File: src/rtl/vs_dict_proc_pkg.sv
// vs_dict_proc_pkg: shared sizes, command/state types and fixed-point narrowing for the dictionary processor.
// Optional macro VS_DICT_PROC_SATURATE_EN: narrowing saturates to the 32-bit signed range instead of wrapping.
package vs_dict_proc_pkg;
    localparam int SIGNAL_SIZE_DEFAULT     = 16;
    localparam int DICTIONARY_SIZE_DEFAULT = 64;
    localparam int FP_Q_DEFAULT            = 15;
    localparam int VS_DICT_ACC_WIDTH       = 72;

    typedef enum logic [1:0] {
        CMD_NOP                    = 2'd0,
        CMD_LOAD_SENSING_MATRIX    = 2'd1,
        CMD_COMPUTE_INNER_PRODUCTS = 2'd2,
        CMD_COMPUTE_APPROXIMATION  = 2'd3
    } vs_dict_proc_command_t;

    typedef enum logic [3:0] {
        ST_IDLE, ST_LOAD, ST_IP_RUN, ST_IP_DRAIN, ST_IP_OUT,
        ST_AP_RUN, ST_AP_DRAIN, ST_AP_WR, ST_DONE
    } vs_dict_proc_state_t;

    // Reduce an already-shifted accumulator to a 32-bit Q15 word.
    function automatic logic [31:0] vs_fixed_narrow(input logic [VS_DICT_ACC_WIDTH-1:0] acc);
`ifdef VS_DICT_PROC_SATURATE_EN
        // In range only when every bit above bit 31 matches the sign.
        return (&acc[VS_DICT_ACC_WIDTH-1:31] || ~|acc[VS_DICT_ACC_WIDTH-1:31]) ? acc[31:0] :
               (acc[VS_DICT_ACC_WIDTH-1] ? 32'h8000_0000 : 32'h7FFF_FFFF);
`else
        return acc[31:0];
`endif
    endfunction
endpackage

File: src/rtl/vs_fp_mac.sv
// vs_fp_mac: signed 32x32 multiply-accumulate into a 72-bit accumulator with Q-shifted, narrowed output.
// Ports: clk, reset (sync, active-high); clear restarts the sum with the current product; en adds a*b;
//        result = narrow(acc >>> FP_Q). Narrowing mode follows VS_DICT_PROC_SATURATE_EN.
module vs_fp_mac
    import vs_dict_proc_pkg::*;
#(
    parameter int FP_Q = FP_Q_DEFAULT
) (
    input  logic        clk,
    input  logic        reset,
    input  logic        clear,
    input  logic        en,
    input  logic [31:0] a,
    input  logic [31:0] b,
    output logic [31:0] result
);
    logic signed [63:0]                  prod;
    logic signed [VS_DICT_ACC_WIDTH-1:0] prod_ext, acc, shifted;

    assign prod     = $signed(a) * $signed(b);
    assign prod_ext = {{(VS_DICT_ACC_WIDTH-64){prod[63]}}, prod};
    assign shifted  = acc >>> FP_Q;
    assign result   = vs_fixed_narrow(shifted);

    always_ff @(posedge clk) begin
        if (reset)
            acc <= '0;
        else if (en)
            acc <= clear ? prod_ext : acc + prod_ext;
    end
endmodule

File: src/rtl/vs_dict_proc.sv
// vs_dict_proc: command responder owning dictionary traffic (matrix load, D^T r, D x).
// Ports: clk/reset (sync, active-high); cmd_valid/cmd/cmd_ready command handshake; busy, done pulse;
//        load_valid/load_data/load_ready matrix stream; dict_* dictionary RAM; sig_* residual read and
//        approximation write; x_* representation read; ip_valid/ip_index/ip_data/ip_ready result stream.
// Optional macro VS_DICT_PROC_SATURATE_EN: saturating instead of wrapping result narrowing.
module vs_dict_proc
    import vs_dict_proc_pkg::*;
#(
    parameter int M    = SIGNAL_SIZE_DEFAULT,
    parameter int N    = DICTIONARY_SIZE_DEFAULT,
    parameter int FP_Q = FP_Q_DEFAULT
) (
    input  logic                  clk,
    input  logic                  reset,
    input  logic                  cmd_valid,
    input  vs_dict_proc_command_t cmd,
    output logic                  cmd_ready,
    output logic                  busy,
    output logic                  done,
    input  logic                  load_valid,
    input  logic [31:0]           load_data,
    output logic                  load_ready,
    output logic                  dict_we,
    output logic [15:0]           dict_waddr,
    output logic [31:0]           dict_wdata,
    output logic [15:0]           dict_raddr,
    input  logic [31:0]           dict_rdata,
    output logic [7:0]            sig_raddr,
    input  logic [31:0]           sig_rdata,
    output logic                  sig_we,
    output logic [7:0]            sig_waddr,
    output logic [31:0]           sig_wdata,
    output logic [7:0]            x_raddr,
    input  logic [31:0]           x_rdata,
    output logic                  ip_valid,
    output logic [7:0]            ip_index,
    output logic [31:0]           ip_data,
    input  logic                  ip_ready
);
    localparam int MN = M * N;

    vs_dict_proc_state_t state, state_n;
    logic [7:0]  i, i_n, j, j_n;
    logic [15:0] k, k_n;
    logic        mac_en, mac_clr;
    logic [31:0] result;

    always_comb begin
        state_n = state;
        i_n     = i;
        j_n     = j;
        k_n     = k;
        case (state)
            ST_IDLE: if (cmd_valid) begin
                i_n     = '0;
                j_n     = '0;
                k_n     = (cmd == CMD_LOAD_SENSING_MATRIX) ? '0 : k;
                state_n = (cmd == CMD_LOAD_SENSING_MATRIX)    ? ST_LOAD   :
                          (cmd == CMD_COMPUTE_INNER_PRODUCTS) ? ST_IP_RUN :
                          (cmd == CMD_COMPUTE_APPROXIMATION)  ? ST_AP_RUN : ST_DONE;
            end
            ST_LOAD: if (load_valid) begin
                if (k == 16'(MN - 1)) state_n = ST_DONE;
                else k_n = k + 16'd1;
            end
            ST_IP_RUN: if (i == 8'(M - 1)) state_n = ST_IP_DRAIN;
                       else i_n = i + 8'd1;
            ST_IP_DRAIN: state_n = ST_IP_OUT;
            ST_IP_OUT: if (ip_ready) begin
                if (j == 8'(N - 1)) state_n = ST_DONE;
                else begin
                    state_n = ST_IP_RUN;
                    i_n     = '0;
                    j_n     = j + 8'd1;
                end
            end
            ST_AP_RUN: if (j == 8'(N - 1)) state_n = ST_AP_DRAIN;
                       else j_n = j + 8'd1;
            ST_AP_DRAIN: state_n = ST_AP_WR;
            ST_AP_WR: if (i == 8'(M - 1)) state_n = ST_DONE;
                else begin
                    state_n = ST_AP_RUN;
                    i_n     = i + 8'd1;
                    j_n     = '0;
                end
            ST_DONE: state_n = ST_IDLE;
            default: state_n = ST_IDLE;
        endcase
    end

    // Read addresses are registered from the next-state counters so they are valid during
    // the RUN cycle that owns them and hold their last value otherwise.
    always_ff @(posedge clk) begin
        if (reset) begin
            state      <= ST_IDLE;
            i          <= '0;
            j          <= '0;
            k          <= '0;
            dict_raddr <= '0;
            sig_raddr  <= '0;
            x_raddr    <= '0;
            sig_waddr  <= '0;
            mac_en     <= 1'b0;
            mac_clr    <= 1'b0;
        end else begin
            state <= state_n;
            i     <= i_n;
            j     <= j_n;
            k     <= k_n;
            if (state_n == ST_IP_RUN || state_n == ST_AP_RUN)
                dict_raddr <= 16'(32'(j_n) * M + 32'(i_n));
            if (state_n == ST_IP_RUN) sig_raddr <= i_n;
            if (state_n == ST_AP_RUN) x_raddr <= j_n;
            if (state_n == ST_AP_WR) sig_waddr <= i;
            // RAM data lags the address by one cycle, so the MAC controls do too.
            mac_en  <= (state == ST_IP_RUN) || (state == ST_AP_RUN);
            mac_clr <= (state == ST_IP_RUN && i == '0) || (state == ST_AP_RUN && j == '0);
        end
    end

    vs_fp_mac #(.FP_Q(FP_Q)) u_mac (
        .clk    (clk),
        .reset  (reset),
        .clear  (mac_clr),
        .en     (mac_en),
        .a      (dict_rdata),
        .b      ((state == ST_AP_RUN || state == ST_AP_DRAIN) ? x_rdata : sig_rdata),
        .result (result)
    );

    assign cmd_ready  = state == ST_IDLE;
    assign busy       = state != ST_IDLE;
    assign done       = state == ST_DONE;
    assign load_ready = state == ST_LOAD;
    assign dict_we    = load_ready && load_valid;
    assign dict_waddr = k;
    assign dict_wdata = load_ready ? load_data : '0;
    assign sig_we     = state == ST_AP_WR;
    assign sig_wdata  = sig_we ? result : '0;
    assign ip_valid   = state == ST_IP_OUT;
    assign ip_index   = ip_valid ? j : '0;
    assign ip_data    = ip_valid ? result : '0;
endmodule

File: config.mk
export PLATFORM = sky130hd
export DESIGN_NAME = vs_dict_proc
export DESIGN_NICKNAME = d
export VERILOG_FILES = /design/src/rtl/vs_dict_proc_pkg.sv /design/src/rtl/vs_fp_mac.sv /design/src/rtl/vs_dict_proc.sv
export SDC_FILE = /design/constraint.sdc
export NUM_CORES = 2
export LEC_CHECK = 0
export ABC_AREA = 1
export CORE_MARGIN = 2
export CORE_UTILIZATION = 55
export DETAILED_ROUTE_END_ITERATION = 8
export HOLD_SLACK_MARGIN = 0.03
export PLACE_DENSITY = 0.85
export REMOVE_ABC_BUFFERS = 1
export SETUP_SLACK_MARGIN = 0.05
export SLEW_MARGIN = 30
export SYNTH_ARGS = -nofsm -noshare
export SYNTH_HDL_FRONTEND = slang
export SYNTH_HIERARCHICAL = 1
export SYNTH_SLANG_ARGS = --single-unit
File: constraint.sdc
create_clock -name clk -period 8.9 [get_ports clk]
set_clock_uncertainty 0.2 [all_clocks]
set_input_delay 1.78 -clock clk [delete_from_list [all_inputs] [get_ports clk]]
set_output_delay 1.78 -clock clk [all_outputs]
set_load 0.01 [all_outputs]
; After elaboration in Yosys (flattened, before gate mapping)
; Index checks and enable logic that the tools add are counted.
[op_classes]
addsub = 5
mul = 1
eq_ne = 21
n_mux = 33
n_reduce_logical = 14
[op_table]
columns = op, count
row1 = $mux 32, 4
row2 = $add 72x64->72, 1
row3 = $mux 72, 1
row4 = $mux 8, 9
row5 = $mul 32x32->64, 1
row6 = $mux 16, 4
row7 = $mux 4, 11
row8 = $pmux 16 s2, 1
row9 = $pmux 4 s8, 1
row10 = $pmux 8 s4, 1
row11 = $eq 4x3->1 const B, 6
row12 = $pmux 8 s3, 1
row13 = $add 16x1->16 const B, 1
row14 = $add 8x1->8 const B, 2
row15 = $eq 16x10->1 const B, 1
row16 = $logic_not 8->1, 2
row17 = $add 12x8->13, 1
row18 = $eq 4x2->1 const B, 3
row19 = $eq 8x4->1 const B, 1
row20 = $eq 8x6->1 const B, 1
row21 = $ne 2x2->1 const B, 3
row22 = $reduce_and 5->1, 1
row23 = $eq 2x2->1 const B, 2
row24 = $eq 4x1->1 const B, 1
row25 = 9 further kinds, 14
[totals]
reg_bits = 150
inputBits = 135
out_inout_bits = 167
wordCells = 85

; Longest topological paths before layout
[depth]
ltp_word = 8
mapped_depth = 54
mapped_depth_nobuf = 52

; Cells and area by module
; Netlist, hierarchy kept.
[modules_own_cells]
columns = mod, instances, cells_each, area_each_um2, seq_area_each_um2
row1 = vs_fp_mac, 1, 4925, 35983.3, 940.9
row2 = vs_dict_proc, 1, 891, 5159.9, 1501.4

; Worst setup path after synthesis
; OpenSTA, ideal clock, no wires.
[synth_path]
kind = input to register
from = input port dict_rdata[31]
to = register u_mac.acc[46]
setup_ns = 0.109
arrival_time_ns = 9.363
required_ns = 8.591
path_slack_ns = -0.772
cell_stages = 38
path_buffers = 2
path_cell_list = clkbuf_1 > clkbuf_1 > nand2_1 > inv_1 > fa_1 > fa_1 > fa_1 > inv_1 > fa_1 > inv_1 > fa_1 > fa_1 > fa_1 > fa_1 > ha_1 > nand2_1 > nor2_1 > nand2_1 > (+2 left out) > nand3_1 > xor2_1 > inv_1 > ha_1 > nand2_1 > nor2_1 > and2_1 > nand2_1 > nor3_1 > nand2_1 > nand3_1 > nand2_1 > nand3_1 > inv_1 > nand3_1 > nand3_1 > nand2_1 > inv_1
[synth_between]
elab_chain_len = 3
[synth_lines]
columns = element, line_no
row1 = start: declaration, vs_dict_proc.sv:27  ; input logic [31:0] dict_rdata,
row2 = $mul 32x32->64 (*), vs_fp_mac.sv:20  ; assign prod = $signed(a) * $signed(b);
row3 = $add 72x64->72, vs_fp_mac.sv:29  ; acc <= clear ? prod_ext : acc + prod_ext;
row4 = $mux 72 (*), vs_fp_mac.sv:29
row5 = end signal: assignment, vs_fp_mac.sv:29
row6 = end: declaration, vs_fp_mac.sv:18  ; logic signed [VS_DICT_ACC_WIDTH-1:0] prod_ext, acc, shifted;
; Mark *: on every way between the ends. The rest lies on a longest branch, timed or not.
; A chain may end at the register's enable or synchronous reset.

; Worst setup path after layout
[layout_path]
from = input port x_rdata[2]
to = register u_mac.acc[40]
[layout_between]
elab_chain_len = 4
[layout_lines]
columns = element, line_no
row1 = start: declaration, vs_dict_proc.sv:34  ; input logic [31:0] x_rdata,
row2 = $mux 32 (*), vs_dict_proc.sv:127  ; .b ((state == ST_AP_RUN || state == ST_AP_DRAIN) ? x_rdata : sig_rdata),
row3 = $mul 32x32->64 (*), vs_fp_mac.sv:20
row4 = $add 72x64->72, vs_fp_mac.sv:29
row5 = $mux 72 (*), vs_fp_mac.sv:29
; Marks and branches as above.

==> metrics.cfg <==
[status]
status = finished with violations
violations = DRC, setup timing

[logic_synthesis]
synth_flop_cell = dfxtp_1
synth.avg_cell_area_um2 = 7.074
synth.most_common_cell = inv_1
synth_area_leaders = fa_1 (40%), inv_1 (15%), nand2_1 (14%), ha_1 (6.8%), dfxtp_1 (5.9%)
synth_top_cell_by_area = fa_1
ys_seq_area_frac = 0.05936
syn-instance-count = 5816
synth_cell_types = 58
synth-edff-count = 0
netlist.area_leader.share = 0.3985
synthTopCellsByCount = inv_1 (1650), nand2_1 (1509), fa_1 (819), nor2_1 (369), ha_1 (224)
synth_area_um2 = 41140
ys_seq_elements = 122
yosysWarnings = 6
synthArstFlopShare = 0

[sta]
hold_ws_ns = 0.2549
tightest_slew_ns = 1.007
slew_headroom = 0.3277
fmax_mhz = 87.53
final_max_slew_viol_count = 0
setup_slack_ns = -2.525
hold_viol = 0
fin_crit_ns = 11.42
finalCritPeriodShare = 1.284
setup_viol = 34
rsz0062_at_grt = true

[die]
core_area_um2 = 74200
boundaryPins = 302
rows = 100
die_width_um = 277.5
start_util = 0.5545
design.die.area_um2 = 77010
die_height_um = 277.5

[grt]
grt_pass1_vias = 43924
gr-total-overflow = 0
groute.usage.overall = 0.3684
antenna_found_initial = 9
grt_first_pass_wirelength_um = 224200
grt_max_degree = 73

[drt]
vias_per_cell = 5.783
drt_wl_total_um = 169900
drt-pass1-iter-count = 9
drc_errors = 8
drtIter0Drc = 6413
drtAntennaViolNets = 0
vias = 44086
post_drt_wl_per_cell_um = 22.28

[clock_network]
htree_levels = 4
cts_buffer_depth = 2
cts_buffers = 17
root_buffer = clkbuf_16
cts_sinks = 122
clk_latency_ns = 0.46
path_clk_slew_ns = 0.07
cts_tree = yes

[setup_path]
cp_common_cell = fa_1
worstPathArrival_ns = 11.57
reg2reg_from = state[1]$_SDFF_PP0_
cp.depth = 41
cp.required_ns = 9.05
end_kind = flip-flop
worst-path-buf-inv = 12
cp-endpoint = u_mac/acc[40]$_SDFFE_PP0P_
critical_path.top_delay_family = adder cells
reg2reg_depth = 47
regToRegSetupSlack_ns = -2.14
worst-setup-path-type = in -> reg
crit_path_top_delay_cell = fa_1
crit_path_max_incr_delay_ns = 0.83
crit_path_start_kind = primary input
startpoint = x_rdata[2]
r2r_end = u_mac/acc[40]$_SDFFE_PP0P_
crit_fanout = 9

[layout]
syn_to_final_growth_pct = 33.42
drive_gt1_frac = 0.2106
fin_nets = 7813
n_fill_cell = 4828

[place]
dp_worst_setup_slack_ns = -2.202
hpwlAfterDp_um = 110400
portBuffers = 298
place_congestion = 1.009

[flow_run]
drv_cap = 0

[worst_hold_path]
hp-class = reg -> reg
min_path_cells = 2

==> state kept, by name (all words and copies together) (netlist names) <==
signal      count
dict_raddr     13
dict_waddr     16
i               8
j               8
mac_clr         1
mac_en          1
sig_raddr       8
sig_waddr       8
state           4
u_mac/acc      47
x_raddr         8
==> worst min-delay path, stage by stage (launching register included) <==
cell and delay [ns]:
dfxtp_1 0.31, inv_1 0.05, a21oi_1 0.05
==> metal layers <==
metal,global-route usage,vias to the layer above,wire length [um]
met1,0.4476,20484,54560
met4,0.2145,15,16960
li1,-,18288,-
met2,0.6047,3787,72760
met5,0,-,537
met3,0.08128,1512,25070
==> how the worst min path moves through the flow <==
stage | slack (ns) | endpoint | from
finish | 0.25 | x_raddr[1]$_SDFFE_PP0N_ | x_raddr[1]$_SDFFE_PP0N_
global route | 0.27 | x_raddr[1]$_SDFFE_PP0N_ | x_raddr[1]$_SDFFE_PP0N_
CTS | 0.25 | x_raddr[1]$_SDFFE_PP0N_ | x_raddr[1]$_SDFFE_PP0N_
detailed placement | 0.24 | x_raddr[1]$_SDFFE_PP0N_ | x_raddr[1]$_SDFFE_PP0N_
global placement | 0.24 | x_raddr[7]$_SDFFE_PP0N_ | x_raddr[7]$_SDFFE_PP0N_
floorplan | 0.24 | u_mac/acc[14]$_SDFFE_PP0P_ | u_mac/acc[14]$_SDFFE_PP0P_
==> area by class of cell <==
class                           count  area, um^2  area share
Antenna cell                        7       17.52   0.0003191
Clock buffer                       19       442.9    0.008069
Clock inverter                     13       135.1    0.002462
Inverter                         1664        6248      0.1138
Multi-Input combinational cell   3766       34000      0.6193
Sequential cell                   122        2445     0.04454
Tap cell                          969        1212     0.02209
Timing Repair Buffer             1064       10400      0.1894
==> stage by stage <==
| step | instances | TNS (ns) | area, um^2 | util |
|---|---|---|---|---|
| after floorplan | 5552 | -18.28 | 39940 | - |
| after global placement | 7482 | -57.80 | 50020 | 0.6742 |
| after detailed placement | 7482 | -61.25 | 50030 | 0.6742 |
| after CTS | 7544 | -30.98 | 52290 | 0.7048 |
| after global routing | 7619 | -66.18 | 54880 | 0.7397 |
| final | 7624 | -64.94 | 54900 | 0.7399 |
==> kinds of logic (layout without fill, tap and decap cells) <==
| logic type | after synthesis | in the layout | synth area share |
|---|---|---|---|
| other cells | 1 | 10 | 0.00009115 |
| xor+xnor | 62 | 62 | 0.01356 |
| compound gates | 449 | 449 | 0.06131 |
| fa+ha+maj | 1043 | 1043 | 0.4666 |
| flops | 122 | 122 | 0.05936 |
| simple gates | 2209 | 2209 | 0.2177 |
| buf+inv | 1930 | 2760 | 0.1813 |
==> cells in the final DEF, fill, tap and decap left out, types with 95 or more instances in the layout <==
cell	instances
fa_1	765
dfxtp_1	120
nor2_1	301
ha_1	156
o21ai_0	95
a21oi_1	127
nand3_1	162
clkdlybuf4s50_1	280
buf_4	616
inv_1	1587
nand2_1	1410
==> what timing repair did <==
action	in CTS	in global routing
buffers inserted	26	54
gates cloned	4	19
gates resized for setup	315	423
pin swaps	65	128
endpoints found under the setup margin	36	36
hold buffers	0	0
Power is not shown: default switching activity piles up to over one toggle a cycle in this logic, so the estimate is an artifact.
